<file path="src/rtl/frame_dump_pkg.sv">
`default_nettype none
// +-----------------------------------------------------------------------+
// | frame_dump_pkg: sync bytes and FSM encoding shared by frame_dump_tx.  |
// | Revision 1.0                                                          |
// +-----------------------------------------------------------------------+
package frame_dump_pkg;

  localparam logic [7:0] SYNC0 = 8'hAA;
  localparam logic [7:0] SYNC1 = 8'h55;

  localparam logic [2:0] IDLE  = 3'd0;
  localparam logic [2:0] HDR0  = 3'd1;
  localparam logic [2:0] HDR1  = 3'd2;
  localparam logic [2:0] FETCH = 3'd3;
  localparam logic [2:0] LATCH = 3'd4;
  localparam logic [2:0] SEND  = 3'd5;
  localparam logic [2:0] CSUM  = 3'd6;
  localparam logic [2:0] DONE  = 3'd7;

endpackage
`default_nettype wire

</file>
<file path="src/rtl/uart_pacer.sv">
`default_nettype none
// +-----------------------------------------------------------------------+
// | uart_pacer: holdoff counter and strobe interlock gating UART writes.  |
// | Revision 1.0                                                          |
// +-----------------------------------------------------------------------+
module uart_pacer #(
  parameter int HOLDOFF = 8191
) (
  input  logic clk12,
  input  logic areset_n,
  input  logic uart_busy,
  input  logic issue,
  output logic ready,
  output logic last_wr
);

  localparam int             CW      = (HOLDOFF < 1) ? 1 : $clog2(HOLDOFF + 1);
  localparam logic [CW-1:0]  CNT_MAX = CW'(HOLDOFF);

  logic [CW-1:0] cnt;
  logic          busy_q;

  always_ff @(posedge clk12 or negedge areset_n) begin
    if (!areset_n) begin
      cnt     <= CNT_MAX;
      busy_q  <= 1'b0;
      last_wr <= 1'b0;
    end else begin
      busy_q  <= uart_busy;
      last_wr <= issue;
      if (uart_busy)
        cnt <= '0;
      else if (cnt != CNT_MAX)
        cnt <= cnt + CW'(1);
    end
  end

  // Built only from registered state so a busy edge in the issue cycle cannot cancel it.
  assign ready = !busy_q && (cnt == CNT_MAX) && !last_wr;

endmodule
`default_nettype wire

</file>
<file path="src/rtl/frame_dump_tx.sv">
`default_nettype none
// +-----------------------------------------------------------------------+
// | frame_dump_tx: sends sync header, raster pixels and XOR checksum.     |
// | Revision 1.0                                                          |
// +-----------------------------------------------------------------------+
module frame_dump_tx
  import frame_dump_pkg::*;
#(
  parameter int WIDTH   = 40,
  parameter int HEIGHT  = 20,
  parameter int X_BITS  = 6,
  parameter int Y_BITS  = 5,
  parameter int HOLDOFF = 8191
) (
  input  logic              clk12,
  input  logic              areset_n,
  input  logic              start,
  output logic [X_BITS-1:0] read_x,
  output logic [Y_BITS-1:0] read_y,
  input  logic [7:0]        read_q,
  output logic [7:0]        uart_dat,
  output logic              uart_wr,
  input  logic              uart_busy,
  output logic              busy,
  output logic              done
);

  logic [2:0] state;
  logic [7:0] pix;
  logic [7:0] csum;
  logic [7:0] next_dat;
  logic       ready;
  logic       issue;
  logic       last_x;
  logic       last_y;

  assign last_x = (read_x == X_BITS'(WIDTH - 1));
  assign last_y = (read_y == Y_BITS'(HEIGHT - 1));

  always_comb begin
    issue    = 1'b0;
    next_dat = pix;
    case (state)
      HDR0: begin issue = ready; next_dat = SYNC0; end
      HDR1: begin issue = ready; next_dat = SYNC1; end
      SEND: begin issue = ready; next_dat = pix;   end
      CSUM: begin issue = ready; next_dat = csum;  end
      default: ;
    endcase
  end

  // The pacer's last-write flag doubles as the outgoing strobe.
  uart_pacer #(
    .HOLDOFF (HOLDOFF)
  ) u_pacer (
    .clk12     (clk12),
    .areset_n  (areset_n),
    .uart_busy (uart_busy),
    .issue     (issue),
    .ready     (ready),
    .last_wr   (uart_wr)
  );

  always_ff @(posedge clk12 or negedge areset_n) begin
    if (!areset_n) begin
      state    <= IDLE;
      read_x   <= '0;
      read_y   <= '0;
      pix      <= '0;
      csum     <= '0;
      uart_dat <= '0;
      busy     <= 1'b0;
      done     <= 1'b0;
    end else begin
      done <= 1'b0;
      if (issue)
        uart_dat <= next_dat;
      case (state)
        IDLE: if (start) begin
          state  <= HDR0;
          busy   <= 1'b1;
          read_x <= '0;
          read_y <= '0;
          csum   <= '0;
        end
        HDR0:  if (ready) state <= HDR1;
        HDR1:  if (ready) state <= FETCH;
        FETCH: state <= LATCH;
        LATCH: begin
          pix   <= read_q;
          csum  <= csum ^ read_q;
          state <= SEND;
        end
        SEND: if (ready) begin
          if (last_x && last_y) begin
            state <= CSUM;
          end else if (last_x) begin
            read_x <= '0;
            read_y <= read_y + Y_BITS'(1);
            state  <= FETCH;
          end else begin
            read_x <= read_x + X_BITS'(1);
            state  <= FETCH;
          end
        end
        CSUM: if (ready) state <= DONE;
        DONE: begin
          done  <= 1'b1;
          busy  <= 1'b0;
          state <= IDLE;
        end
        default: state <= IDLE;
      endcase
    end
  end

endmodule
`default_nettype wire
</file>
<file path="config.mk">
export PLATFORM = sky130hd
export DESIGN_NAME = frame_dump_tx
export DESIGN_NICKNAME = d
export VERILOG_FILES = /design/src/rtl/frame_dump_pkg.sv /design/src/rtl/uart_pacer.sv /design/src/rtl/frame_dump_tx.sv
export SDC_FILE = /design/constraint.sdc
export NUM_CORES = 1
export LEC_CHECK = 0
export ABC_AREA = 1
export CAP_MARGIN = 20
export CORE_AREA = 2 2 79 81
export DETAILED_ROUTE_END_ITERATION = 10
export DIE_AREA = 0 0 81 83
export GPL_TIMING_DRIVEN = 0
export PLACE_DENSITY = 0.84
export SETUP_SLACK_MARGIN = 0.15
export SLEW_MARGIN = 25
export SYNTH_ARGS = -nofsm -noshare
export SYNTH_HDL_FRONTEND = slang
export SYNTH_HIERARCHICAL = 1
export SYNTH_SLANG_ARGS = --single-unit
</file>
<file path="constraint.sdc">
create_clock -name clk12 -period 2.35 [get_ports clk12]
set_clock_uncertainty 0.15 [all_clocks]
set_input_delay 0.3525 -clock clk12 [delete_from_list [all_inputs] [get_ports clk12]]
set_output_delay 0.3525 -clock clk12 [all_outputs]
set_load 0.03 [all_outputs]
</file>
==> impl_metrics.ini <==
[timing]
fin_crit_sh = 0.890
finalHoldViolCount = 0
finalSetupViolCount = 0
rsz0062_at_grt = false
fmax_mhz = 478
slew_headroom = 0.549
setup_ws_ps = 258
slew_viol_final = 0
finalCriticalPeriod_ps = 2090
worst_pin_slew_ps = 677

[cells_and_area]
area_growth_pct = 22.3
layout_common_cells = nand2_1 (113), nand3_1 (42), dfrtp_1 (42)
layout_commonest_cell = nand2_1
final_area_um2 = 3480
final_layout_size_suffix_gt1_frac = 0.172
final_cells = 477
diodes = 0
utilization = 0.599
num-nets-final = 416

[flow_run]
cap_violations = 0

[floorplanning]
ios = 34
num_rows = 28
core-area_um2 = 5820
fp.dieH_um = 83
floorplan.initialDensity = 0.489
fp.dieW_um = 81
die_area_um2 = 6720

[placement]
place.gp.congestion = 0.807
hpwl_mm = 4.30
io_buffers = 33
postPlaceCellArea_um2 = 3270
placed_cells = 461
post-place-ws_ps = -8.13

[global_route]
grt_pass1_wl_mm = 10.7
grt_max_degree = 56
grt_antenna_before_repair = 0
grt_pass1_vias = 2438
gr-usage-all-layers = 0.198
gr-total-overflow = 0

[synth]
syn_area_per_cell_um2 = 8.06
ys_warn_count = 6
syn-num-nets = 368
netlist_area_um2 = 2850
ys_ff_latch = 55
ys_types = 31
synth.area.top_cells = dfrtp_1 (37%), nand2_1 (15%), dfstp_2 (12%)
syn_inst = 353
synth_top_area_frac = 0.369
seq_area_frac_synth = 0.489
synth_top_area_cell = dfrtp_1

[clocking]
clock_latency_ps = 310
cts_buffer_depth = 2
htreeDepth = 2
cts_tree = done
cts_made_buffers = 5
clockRootBuffer = clkbuf_8
clkTransAtPathRegs_ps = 100
clock_sinks = 55

[pwr]
peakVddDrop_mv = 0.333
p_leak_nw = 1.55
p_per_area_nw_per_um2 = 473
power.total_mw = 1.65

[hold_path]
hold_start = u_pacer/cnt[12]
hp-class = flop to flop

[critical_path]
critical_path_arrival_ps = 2170
crit_start = u_pacer/cnt[0]
worstPathRequired_ps = 2430
reg2reg_slack_ps = 260
timing.rr.start = u_pacer/cnt[0]
path_class = flop to flop
crit_path_end_kind = flop
critPathLaunchType = flop
cp_max_fo = 5

[run_status]
status = finished, final reports clean

[drt]
routedWlPerCell_um = 13.0
firstDrtPassIters = 4
drtIter0Drc = 80
via_per_inst = 5.26
vias = 2511
ant_nets = 0
wl_mm = 6.21
drc = 0
cell type report:
class                   count  area (um^2)
multi-input cells         262         1340
fillers                   530         2330
well taps                  75         93.8
plain buffers               5         38.8
clock buffers               6         72.6
flip-flops and latches     55         1390
clock inverters             2         37.5
inverters                  32          124
repair buffers             40          383
report_power, final:
part / switching (mW) / internal [mW] / total (mW) / leakage, nW
Sequential: 0.00565 / 0.955 / 0.961 / 0.667
Combinational: 0.0357 / 0.0279 / 0.0636 / 0.834
Clock: 0.305 / 0.318 / 0.623 / 0.0514
Total: 0.346 / 1.30 / 1.65 / 1.55
state kept, by name (all words and copies together), names as in the netlist:
name             count
u_pacer/cnt         13
csum                 8
pix                  8
uart_dat             8
read_x               6
read_y               5
state                3
busy                 1
done                 1
u_pacer/busy_q       1
u_pacer/last_wr      1
through the flow:
step	hold slack, ps	setup TNS [ps]
after floorplan	-93.1	0
after global placement	312	-39620
after detailed placement	298	-9.84
after CTS	340	0
after global routing	367	0
final	341	0
cells in the mapped netlist:
cell	number
buf_4	1
nor3_1	2
a21o_1	1
or2_2	8
clkinv_1	1
buf_2	1
nor2_2	4
nor2_1	19
nand4_2	1
inv_2	5
nand3_2	1
ha_1	3
nand2_4	1
nand2_2	8
nand4_1	5
dfrtp_1	42
a21oi_1	8
o21ai_0	18
nand3_1	42
clkinv_2	1
o21ai_1	8
buf_6	2
buf_1	1
nor2_4	3
dfstp_2	13
a31oi_1	1
o211ai_1	8
o21a_1	5
nand3_4	2
inv_1	25
nand2_1	113
cell families (layout without fill, tap and decap cells):
| group | after synthesis | count (layout) | share of synthesized area |
|---|---|---|---|
| buf+inv | 37 | 85 | 0.0563 |
| flops | 55 | 55 | 0.489 |
| compound gates | 49 | 49 | 0.0989 |
| simple gates | 209 | 210 | 0.342 |
| fa+ha+maj | 3 | 3 | 0.0132 |
what timing repair did:
item | CTS | global route
setup endpoints to repair | 17 | 17
resized for setup | 5 | 1
pin swaps | 2 | 2
cloned | 1 | 0
hold buffers | 1 | 0
endpoints found under the hold margin | 42 | 0
setup buffers | 5 | 1
worst max-delay path: stages (launching register included):
cell	delay, ps
dfstp_2	570
ha_4	160
nand3_2	90
inv_2	70
nand4_1	160
nor3_4	260
inv_1	80
nand2_1	110
nand2_1	90
inv_1	90
nor2_1	50
a21oi_1	120
per-layer routing:
layer	global-route usage	part of all wire	vias to the layer above
met3	0.0348	0.037	11
met1	0.253	0.43	1191
met2	0.329	0.51	58
met4	0.0801	0.017	0
li1	-	-	1251
met5	0	0	-
final timing paths:
path / to / depth (start not counted)
worst min register to register: u_pacer/cnt[12] / 2
min in group asynchronous: uart_dat[4] / 2
worst min-delay path: u_pacer/cnt[12] / 2
worst max-delay path: state[0] / 11
max in group asynchronous: read_x[2] / 2
worst max register to register: state[0] / 11
(Power assumes the default switching activity.)
